<file path="src/rtl/fb_scanout_reader.sv">
// Scan-out reader: maps 1280x720 timing onto a 4x-upscaled 320x180 RGB565 frame buffer,
// aligns syncs with BRAM read data and swaps buffers at frame boundaries. Option macro: FB_SCANOUT_TEST_PATTERN_EN.
module fb_scanout_reader #(
  parameter int H_ACTIVE     = 1280,
  parameter int V_ACTIVE     = 720,
  parameter int SCALE_LOG2   = 2,
  parameter int FB_WIDTH     = 320,
  parameter int FB_HEIGHT    = 180,
  parameter int BRAM_LATENCY = 2
) (
  input  logic        clk_in,
  input  logic        rst_in,
`ifdef FB_SCANOUT_TEST_PATTERN_EN
  input  logic        pattern_sel_in,
`endif
  input  logic [10:0] hcount_in,
  input  logic [9:0]  vcount_in,
  input  logic        active_draw_in,
  input  logic        hsync_in,
  input  logic        vsync_in,
  input  logic        swap_req_in,
  output logic        swap_ack_out,
  output logic        rd_buf_out,
  output logic [15:0] rd_addr_out,
  input  logic [15:0] rd_data_in,
  output logic [7:0]  red_out,
  output logic [7:0]  green_out,
  output logic [7:0]  blue_out,
  output logic        hsync_out,
  output logic        vsync_out,
  output logic        active_draw_out
);

  localparam int          DEPTH      = 1 + BRAM_LATENCY;
  localparam logic [15:0] FB_WIDTH_W = 16'(FB_WIDTH);
  localparam logic [0:0]  ST_IDLE    = 1'b0;
  localparam logic [0:0]  ST_PENDING = 1'b1;

  generate
    if (BRAM_LATENCY < 1 || BRAM_LATENCY > 4) begin : g_bad_latency
      $error("fb_scanout_reader: BRAM_LATENCY must be in 1..4");
    end
    if (FB_WIDTH != (H_ACTIVE >> SCALE_LOG2) || FB_HEIGHT != (V_ACTIVE >> SCALE_LOG2)) begin : g_bad_geometry
      $error("fb_scanout_reader: frame-buffer size does not match timing and scale");
    end
    if (FB_WIDTH * FB_HEIGHT > 65536) begin : g_bad_size
      $error("fb_scanout_reader: frame buffer exceeds 16-bit address space");
    end
  endgenerate

  // Stage 1: address = (h >> s) + (v >> s) * FB_WIDTH, multiply unrolled as shift-and-add
  logic [15:0] h_ext, v_ext, h_scaled, v_scaled;
  logic [15:0] row_base [17];
  logic [15:0] rd_addr_next, rd_addr_reg;

  assign h_ext       = {5'd0, hcount_in};
  assign v_ext       = {6'd0, vcount_in};
  assign h_scaled    = h_ext >> SCALE_LOG2;
  assign v_scaled    = v_ext >> SCALE_LOG2;
  assign row_base[0] = '0;

  for (genvar gi = 0; gi < 16; gi++) begin : g_row_mul
    if (FB_WIDTH_W[gi]) begin : g_add
      assign row_base[gi+1] = row_base[gi] + (v_scaled << gi);
    end else begin : g_skip
      assign row_base[gi+1] = row_base[gi];
    end
  end

  assign rd_addr_next = h_scaled + row_base[16];

  always_ff @(posedge clk_in or negedge rst_in) begin
    if (!rst_in) begin
      rd_addr_reg <= '0;
    end else if (active_draw_in) begin
      rd_addr_reg <= rd_addr_next;
    end
  end

  // Video delay line: final stage lines up with rd_data_in for the matching address
  logic [DEPTH-1:0] hs_pipe_reg, vs_pipe_reg, act_pipe_reg;

  always_ff @(posedge clk_in or negedge rst_in) begin
    if (!rst_in) begin
      hs_pipe_reg  <= '0;
      vs_pipe_reg  <= '0;
      act_pipe_reg <= '0;
    end else begin
      hs_pipe_reg  <= {hs_pipe_reg[DEPTH-2:0], hsync_in};
      vs_pipe_reg  <= {vs_pipe_reg[DEPTH-2:0], vsync_in};
      act_pipe_reg <= {act_pipe_reg[DEPTH-2:0], active_draw_in};
    end
  end

`ifdef FB_SCANOUT_TEST_PATTERN_EN
  // Pattern select and bar index only need to reach the stage feeding the colour register
  logic       pat_pipe_reg [DEPTH-1];
  logic [2:0] bar_pipe_reg [DEPTH-1];

  always_ff @(posedge clk_in or negedge rst_in) begin
    if (!rst_in) begin
      for (int i = 0; i < DEPTH-1; i++) begin
        pat_pipe_reg[i] <= 1'b0;
        bar_pipe_reg[i] <= '0;
      end
    end else begin
      pat_pipe_reg[0] <= pattern_sel_in;
      bar_pipe_reg[0] <= hcount_in[10:8];
      for (int i = 1; i < DEPTH-1; i++) begin
        pat_pipe_reg[i] <= pat_pipe_reg[i-1];
        bar_pipe_reg[i] <= bar_pipe_reg[i-1];
      end
    end
  end
`endif

  // Colour is registered alongside the last delay stage, so it uses the stage feeding it
  logic [7:0] red_next, green_next, blue_next;
  logic [7:0] red_reg, green_reg, blue_reg;

  always_comb begin
    red_next   = {rd_data_in[15:11], rd_data_in[15:13]};
    green_next = {rd_data_in[10:5],  rd_data_in[10:9]};
    blue_next  = {rd_data_in[4:0],   rd_data_in[4:2]};
`ifdef FB_SCANOUT_TEST_PATTERN_EN
    // Bar order white, yellow, cyan, green, magenta, red, blue, black decodes bitwise
    if (pat_pipe_reg[DEPTH-2]) begin
      red_next   = {8{~bar_pipe_reg[DEPTH-2][1]}};
      green_next = {8{~bar_pipe_reg[DEPTH-2][2]}};
      blue_next  = {8{~bar_pipe_reg[DEPTH-2][0]}};
    end
`endif
    if (!act_pipe_reg[DEPTH-2]) begin
      red_next   = '0;
      green_next = '0;
      blue_next  = '0;
    end
  end

  always_ff @(posedge clk_in or negedge rst_in) begin
    if (!rst_in) begin
      red_reg   <= '0;
      green_reg <= '0;
      blue_reg  <= '0;
    end else begin
      red_reg   <= red_next;
      green_reg <= green_next;
      blue_reg  <= blue_next;
    end
  end

  // Double-buffer swap: only honoured on the first blanking line, so never during active video
  logic       at_boundary, swap_take;
  logic [0:0] state_reg, state_next;
  logic       rd_buf_reg, swap_ack_reg;

  assign at_boundary = (vcount_in == 10'(V_ACTIVE)) && (hcount_in == 11'd0);
  assign swap_take   = at_boundary && (swap_req_in || (state_reg == ST_PENDING));

  always_comb begin
    state_next = state_reg;
    if (state_reg == ST_IDLE && swap_req_in && !at_boundary) begin
      state_next = ST_PENDING;
    end else if (state_reg == ST_PENDING && at_boundary) begin
      state_next = ST_IDLE;
    end
  end

  always_ff @(posedge clk_in or negedge rst_in) begin
    if (!rst_in) begin
      state_reg    <= ST_IDLE;
      rd_buf_reg   <= 1'b0;
      swap_ack_reg <= 1'b0;
    end else begin
      state_reg    <= state_next;
      swap_ack_reg <= swap_take;
      if (swap_take) begin
        rd_buf_reg <= ~rd_buf_reg;
      end
    end
  end

  assign rd_addr_out     = rd_addr_reg;
  assign red_out         = red_reg;
  assign green_out       = green_reg;
  assign blue_out        = blue_reg;
  assign hsync_out       = hs_pipe_reg[DEPTH-1];
  assign vsync_out       = vs_pipe_reg[DEPTH-1];
  assign active_draw_out = act_pipe_reg[DEPTH-1];
  assign rd_buf_out      = rd_buf_reg;
  assign swap_ack_out    = swap_ack_reg;

endmodule

</file>
<file path="config.mk">
export PLATFORM = sky130hd
export DESIGN_NAME = fb_scanout_reader
export DESIGN_NICKNAME = d
export VERILOG_FILES = /design/src/rtl/fb_scanout_reader.sv
export SDC_FILE = /design/constraint.sdc
export NUM_CORES = 1
export LEC_CHECK = 0
export CORE_MARGIN = 3
export CORE_UTILIZATION = 45
export CTS_BUF_LIST = sky130_fd_sc_hd__clkbuf_16
export CTS_CLUSTER_DIAMETER = 60
export DETAILED_ROUTE_END_ITERATION = 6
export PLACE_DENSITY_LB_ADDON = 0.08
export SLEW_MARGIN = 20
export SYNTH_ARGS = -nofsm -noshare
export SYNTH_HDL_FRONTEND = slang
export SYNTH_SLANG_ARGS = --single-unit
</file>
<file path="constraint.sdc">
create_clock -name clk_in -period 2.3 [get_ports clk_in]
set_input_delay 0.345 -clock clk_in [delete_from_list [all_inputs] [get_ports clk_in]]
set_output_delay 0.345 -clock clk_in [all_outputs]
set_load 0.01 [all_outputs]
</file>
==> results of run 1 <==
[cell type report]
type | instances | area (um^2)
clock buffers | 5 | 125
clock inverters | 3 | 46.3
fillers | 257 | 916
inverters | 9 | 33.8
multi-input cells | 98 | 868
flip-flops and latches | 44 | 1100
well taps | 50 | 62.6
repair buffers | 108 | 1020
[worst max-delay path by stage]
stage,start,endpoint,cells past startpoint
after floorplan,hcount_in[10],rd_addr_out[13],8
after global placement,hcount_in[10],rd_addr_out[13],9
after detailed placement,vcount_in[2],rd_addr_out[12],10
after CTS,vcount_in[3],rd_addr_out[13],8
after global routing,hcount_in[8],rd_addr_out[13],8
final,hcount_in[8],rd_addr_out[13],8
[what timing repair did]
item | 4_1_cts | 5_1_grt
pin swaps | 7 | 3
gates resized for setup | 9 | 7
buffers inserted | 2 | 0
setup endpoints to repair | 6 | 5
[stage by stage]
stage	utilization [%]	hold WS (ps)	power [mW]	setup slack [ps]	cell area, um^2
after global routing	78.1	294	2.42	15.5	3260
after global placement	72.8	334	1.44	-485	3040
after CTS	77.7	243	2.31	30.9	3240
final	78.1	215	2.30	70.9	3260
after detailed placement	72.8	336	1.47	-552	3040
after floorplan	-	49.4	1.13	22.0	2040
[cells by family (layout without fill, tap and decap cells)]
logic type,Yosys count,after routing,share of synthesized area [%]
buffers and inverters,20,125,5.17
XOR/XNOR,5,5,2.16
flip-flops,44,44,54.2
adder cells (fa/ha/maj),17,17,11.2
AO/OA/AOI/OAI,18,18,5.79
AND/OR/NAND/NOR,45,45,14.3
multiplexers,13,13,7.14
[worst register-to-register path, delay by kind of cell, from the launching register on]
family | cells | cell delay [ps]
AO/OA/AOI/OAI | 1 | 300
flip-flops | 1 | 370
AND/OR/NAND/NOR | 2 | 250
[power by group through the flow]
stage	clock (mW)	combinational (mW)	sequential [mW]
6_report	0.825	0.587	0.890
4_1_cts	0.840	0.582	0.892
5_1_grt	0.884	0.637	0.899
3_5_place_dp	0	0.561	0.904
3_3_place_gp	0	0.543	0.899
2_1_floorplan	0	0.192	0.935
[placed cells by master, fill, tap and decap left out, drive strengths merged, types with 2 or more instances in the layout]
cell,count
ha,15
nor3,2
buf,22
clkdlybuf4s50,80
or3,2
dlygate4sd2,3
xor2,3
mux2,12
nor4,3
o211ai,3
o21bai,2
nor2,3
nand3b,2
dlymetal6s2s,2
xnor2,2
clkbuf,6
dfrtp,44
nand3,7
nand2,3
o21ai,4
nor2b,4
a21oi,5
fa,2
inv,10
and2,16
[metal layers]
metal  up-vias  GRT usage [%]  routed length (um)
met5         -              0                   0
met4         0           8.20                  85
met3         7           5.37                 319
met2        62           37.3                2830
met1       750           24.1                1970
li1        762              -                   -
==> flow_summary.yaml, run 1 <==
run_status:
  status: "finished clean"
yosys:
  ys_async_sr_fraction_pct: 100
  synthDistinctLibCells: 36
  syn-cell-area_mm2: 0.00203
  syn_nets: 222
  synth_top_area_cell: "dfrtp_1"
  syn_area_per_cell_um2: 12.5
  synth_top_area_share_pct: 54.2
  synthCells: 162
  synth_common_cells: "dfrtp_1, and2_1, ha_1"
  yosysMostFrequentCell: "dfrtp_1"
  synth_top_flop_cell: "dfrtp_1"
  synth_edf_count: 0
  ys_seq_elements: 44
  yosysWarnings: 0
  synth.area.top_cells: "dfrtp_1, ha_1, mux2_1, and2_1, buf_4"
  seq_area_frac_synth_pct: 54.2
flow_run:
  max-cap-violations: 0
setup_path:
  path_cells: "clkdlybuf4s50_1, ha_2, ha_2, fa_2, a21oi_2, o211ai_1, or3_1, a31o_1"
  crit_required_ps: 2480
  crit_slowest_cell: "clkdlybuf4s50_1"
  crit_fanout: 2
  cp-start-kind: "input port"
  criticalPathCategory: "in2reg"
  r2r_setup_slack_ps: 1260
  crit_buf_inv: 1
  r2r_cells: 3
  worst-endpoint-arrival_ps: 2410
  cp_common_cell: "ha_2"
  end_kind: "flip-flop"
  crit_family: "adder cells"
  r2r-end: "rd_addr_out[14]"
  timing.rr.start: "rd_addr_out[14]"
  max_stage_delay_ps: 430
global_routing:
  grt_pass1_wl_mm: 8.49
  antenna_found_initial: 0
  grt_usage_pct: 21.1
  first_global_vias: 1755
  grt_max_degree: 45
  gr-total-overflow: 0
placement:
  placed_cells: 307
  portBuffers: 87
  hpwl_mm: 3.86
  place_congestion: 0.896
floorplan:
  design.core.area_mm2: 0.00417
  die-area_mm2: 0.00536
  ios: 88
  row_count: 23
  start_util_pct: 48.7
  die_w_um: 73.2
  die_y_um: 73.2
min_path:
  hold_path.class: "in2async"
final_layout:
  drive_gt1_share_pct: 17.6
  antenna_cells: 0
  largest_reg_flops: 16
  instances_no_fill: 317
  area_growth_pct: 60.3
  num-nets-final: 326
timing:
  rsz0062_at_grt: "no"
  tns_ps: 0
  final-hold-violation-count: 0
  setup_viol: 0
  fin_skew_ps: 4.57
  worstMarginPinSlew_ps: 964
  slew_viol_final: 0
  fin_crit_sh_pct: 96.9
  fmax_ghz: 0.449
  slew_headroom_pct: 35.7
  min_period_ps: 2230
drt:
  wire_per_inst_um: 16.4
  drtAntennaViolNets: 0
  drc: 0
  num_vias: 1581
  drt-total-wl_mm: 5.20
  dr.pass1.iters: 5
  avgViaCountPerCell: 4.99
  drt_iter0_markers: 60
power:
  pwr-share-seq_pct: 38.7
  max-vdd-ir-drop_mv: 0.364
  combPwrFrac_pct: 25.5
  power_density_mw_per_mm2: 707
  p_leak_nw: 1.44
  p_sw_share_pct: 25.4
  internal-power_mw: 1.72
  switchingPower_mw: 0.586
  power_frac_clock_pct: 35.8
clock_network:
  clockBufferDepth: 2
  cts_tree: "done"
  root_buffer: "clkbuf_16"
  path_clk_slew_ps: 60
  cts-htree-levels: 2
  cts.sinks: 44
  cts_hold_buf: 0
  clk_latency_ps: 290
  numCtsBuffers: 5
No activity file was read; power rests on OpenSTA's default activity.
==> run 2, diff against run 1 <==
- clock period: 2.3 -> 2.81 ns (I/O delays scaled with it)
==> run 2 against run 1 <==
  * Core utilization down 3.1 points
  * Critical path depth up 1
  * Clock-buffer cell count unchanged
  * Cell area down 4.0%
  * Sequential power down 18%
  * Non-clock buffer count down 12
  * Global-route usage down 2.5 points
  * Cell count down 3.8%
  * Clock skew down 1.9 ps
  * Clock power down 22%
  * Die area unchanged
  * Critical path type unchanged
  * Critical endpoint unchanged
==> flow_summary.yaml, run 2 (synthesis results as in run 1) <==
global_routing:
  grt_usage_pct: 18.6
  grt_max_degree: 45
  first_global_vias: 1689
  grt_pass1_wl_mm: 7.63
  antenna_found_initial: 0
  use_met3_pct: 4.68
  use_met1_pct: 22.4
  use_met2_pct: 32.0
  grt.busiest_layer: "met2"
  gr-total-overflow: 0
floorplan:
  die-area_mm2: 0.00536
  die_w_um: 73.2
  die_y_um: 73.2
  ios: 88
  design.core.area_mm2: 0.00417
  start_util_pct: 48.7
  row_count: 23
drt:
  drtAntennaViolNets: 0
  num_vias: 1536
  drt_iter0_markers: 37
  wire_per_inst_um: 14.8
  avgViaCountPerCell: 5.04
  drt-total-wl_mm: 4.53
  drc: 0
  dr.pass1.iters: 4
timing:
  fmax_ghz: 0.375
  slew_headroom_pct: 37.3
  worstMarginPinSlew_ps: 940
  fin_crit_sh_pct: 94.8
  min_period_ps: 2660
  final-hold-violation-count: 0
  fin_skew_ps: 2.66
  timing.final.ws_setup_ps: 145
  setup_viol: 0
  fin_hold_ws_ps: 289
  slew_viol_final: 0
  rsz0062_at_grt: "no"
power:
  power_frac_clock_pct: 35.7
  internal-power_mw: 1.37
  switchingPower_mw: 0.432
  pwr-share-seq_pct: 40.5
  power_density_mw_per_mm2: 576
  p_leak_nw: 1.36
  p_sw_share_pct: 24.0
  combPwrFrac_pct: 23.8
  max-vdd-ir-drop_mv: 0.281
  p_total_mw: 1.80
setup_path:
  crit_slowest_cell: "fa_1"
  r2r_setup_slack_ps: 1820
  worst-endpoint-arrival_ps: 2830
  r2r_cells: 3
  cp-start-kind: "input port"
  max_stage_delay_ps: 530
  path_cells: "clkdlybuf4s50_1, inv_2, fa_1, inv_1, fa_1, a21oi_2, o211ai_1, or3_1, a31o_1"
  criticalPathCategory: "in2reg"
  crit_fanout: 2
  cp_common_cell: "fa_1"
  crit_required_ps: 2980
  timing.rr.start: "rd_addr_out[14]"
  r2r-end: "rd_addr_out[14]"
  crit_family: "adder cells"
  crit_cells: 9
  end_kind: "flip-flop"
  crit_buf_inv: 3
run_status:
  status: "finished clean"
placement:
  place_congestion: 0.810
  post-place-ws_ps: -187
  portBuffers: 87
  hpwl_mm: 3.66
final_layout:
  largest_reg_flops: 16
  drive_gt1_share_pct: 10.2
  mostFrequentLayoutCell: "clkdlybuf4s50_1"
  area_growth_pct: 53.9
  layout_common_cells: "clkdlybuf4s50_1, dfrtp_1, and2_1"
  num-nets-final: 314
  antenna_cells: 0
clock_network:
  path_clk_slew_ps: 60
  cts_hold_buf: 0
  clk_latency_ps: 280
  numCtsBuffers: 5
  cts.sinks: 44
  cts-htree-levels: 2
  cts_tree: "done"
  clockBufferDepth: 2
  root_buffer: "clkbuf_16"
min_path:
  hold_path.class: "in2async"
flow_run:
  max-cap-violations: 0
-- run 2: cell count changes in the layout (fill, tap and decap cells not counted), moves of 2 or more --
cell / delta
a21oi_1: +2
buf_4: -12
clkdlybuf4s50_1: +6
dlygate4sd2_1: -3
dlymetal6s2s_1: -2
ha_1: +3
ha_2: -2
-- run 2: through the flow --
step	TNS (ps)	utilization, %	cell area [um^2]	instances
after floorplan	0	-	2030	162
after global placement	-285	70.9	2960	297
after detailed placement	-507	70.9	2960	297
after CTS	0	74.9	3120	305
after global routing	0	75.0	3130	305
final	0	75.0	3130	305
-- run 2: cell type report --
| cell class | count | area [um^2] |
|---|---|---|
| sequential | 44 | 1100 |
| tap | 50 | 62.6 |
| fill | 268 | 1040 |
| clock buffer | 5 | 125 |
| multi-input combinational | 98 | 830 |
| inverter | 9 | 33.8 |
| timing repair buffer | 96 | 933 |
| clock inverter | 3 | 42.5 |
-- run 2: power by group through the flow --
stage	logic (mW)	clock network (mW)	registers [mW]
CTS	0.433	0.653	0.732
global placement	0.422	0	0.739
finish	0.428	0.645	0.730
detailed placement	0.431	0	0.742
global route	0.467	0.686	0.739
floorplan	0.155	0	0.765
-- run 2: worst register-to-register path, stage by stage (launching register included) --
cell and delay [ps]:
dfrtp_1 370, nor2b_1 130, a311oi_1 260, nand3_1 110
-- run 2: worst max-delay path by stage --
stage / start / slack [ps] / end
6_report: hcount_in[10] / 150 / rd_addr_out[13]
3_3_place_gp: hcount_in[10] / -140 / rd_addr_out[13]
3_5_place_dp: vcount_in[2] / -190 / rd_addr_out[13]
4_1_cts: vcount_in[2] / 100 / rd_addr_out[13]
2_1_floorplan: hcount_in[10] / 370 / rd_addr_out[13]
5_1_grt: vcount_in[2] / 40 / rd_addr_out[13]
-- run 2: repair_timing --
action,in CTS,in global routing
setup buffers,0,0
endpoints found under the setup margin,0,1
gates resized for setup,0,1
-- run 2: metal layers --
layer  up-vias  routed length (um)
li1        738                   -
met1       729                1810
met2        61                2320
met3         8                 319
met4         0                  77
met5         -                   0
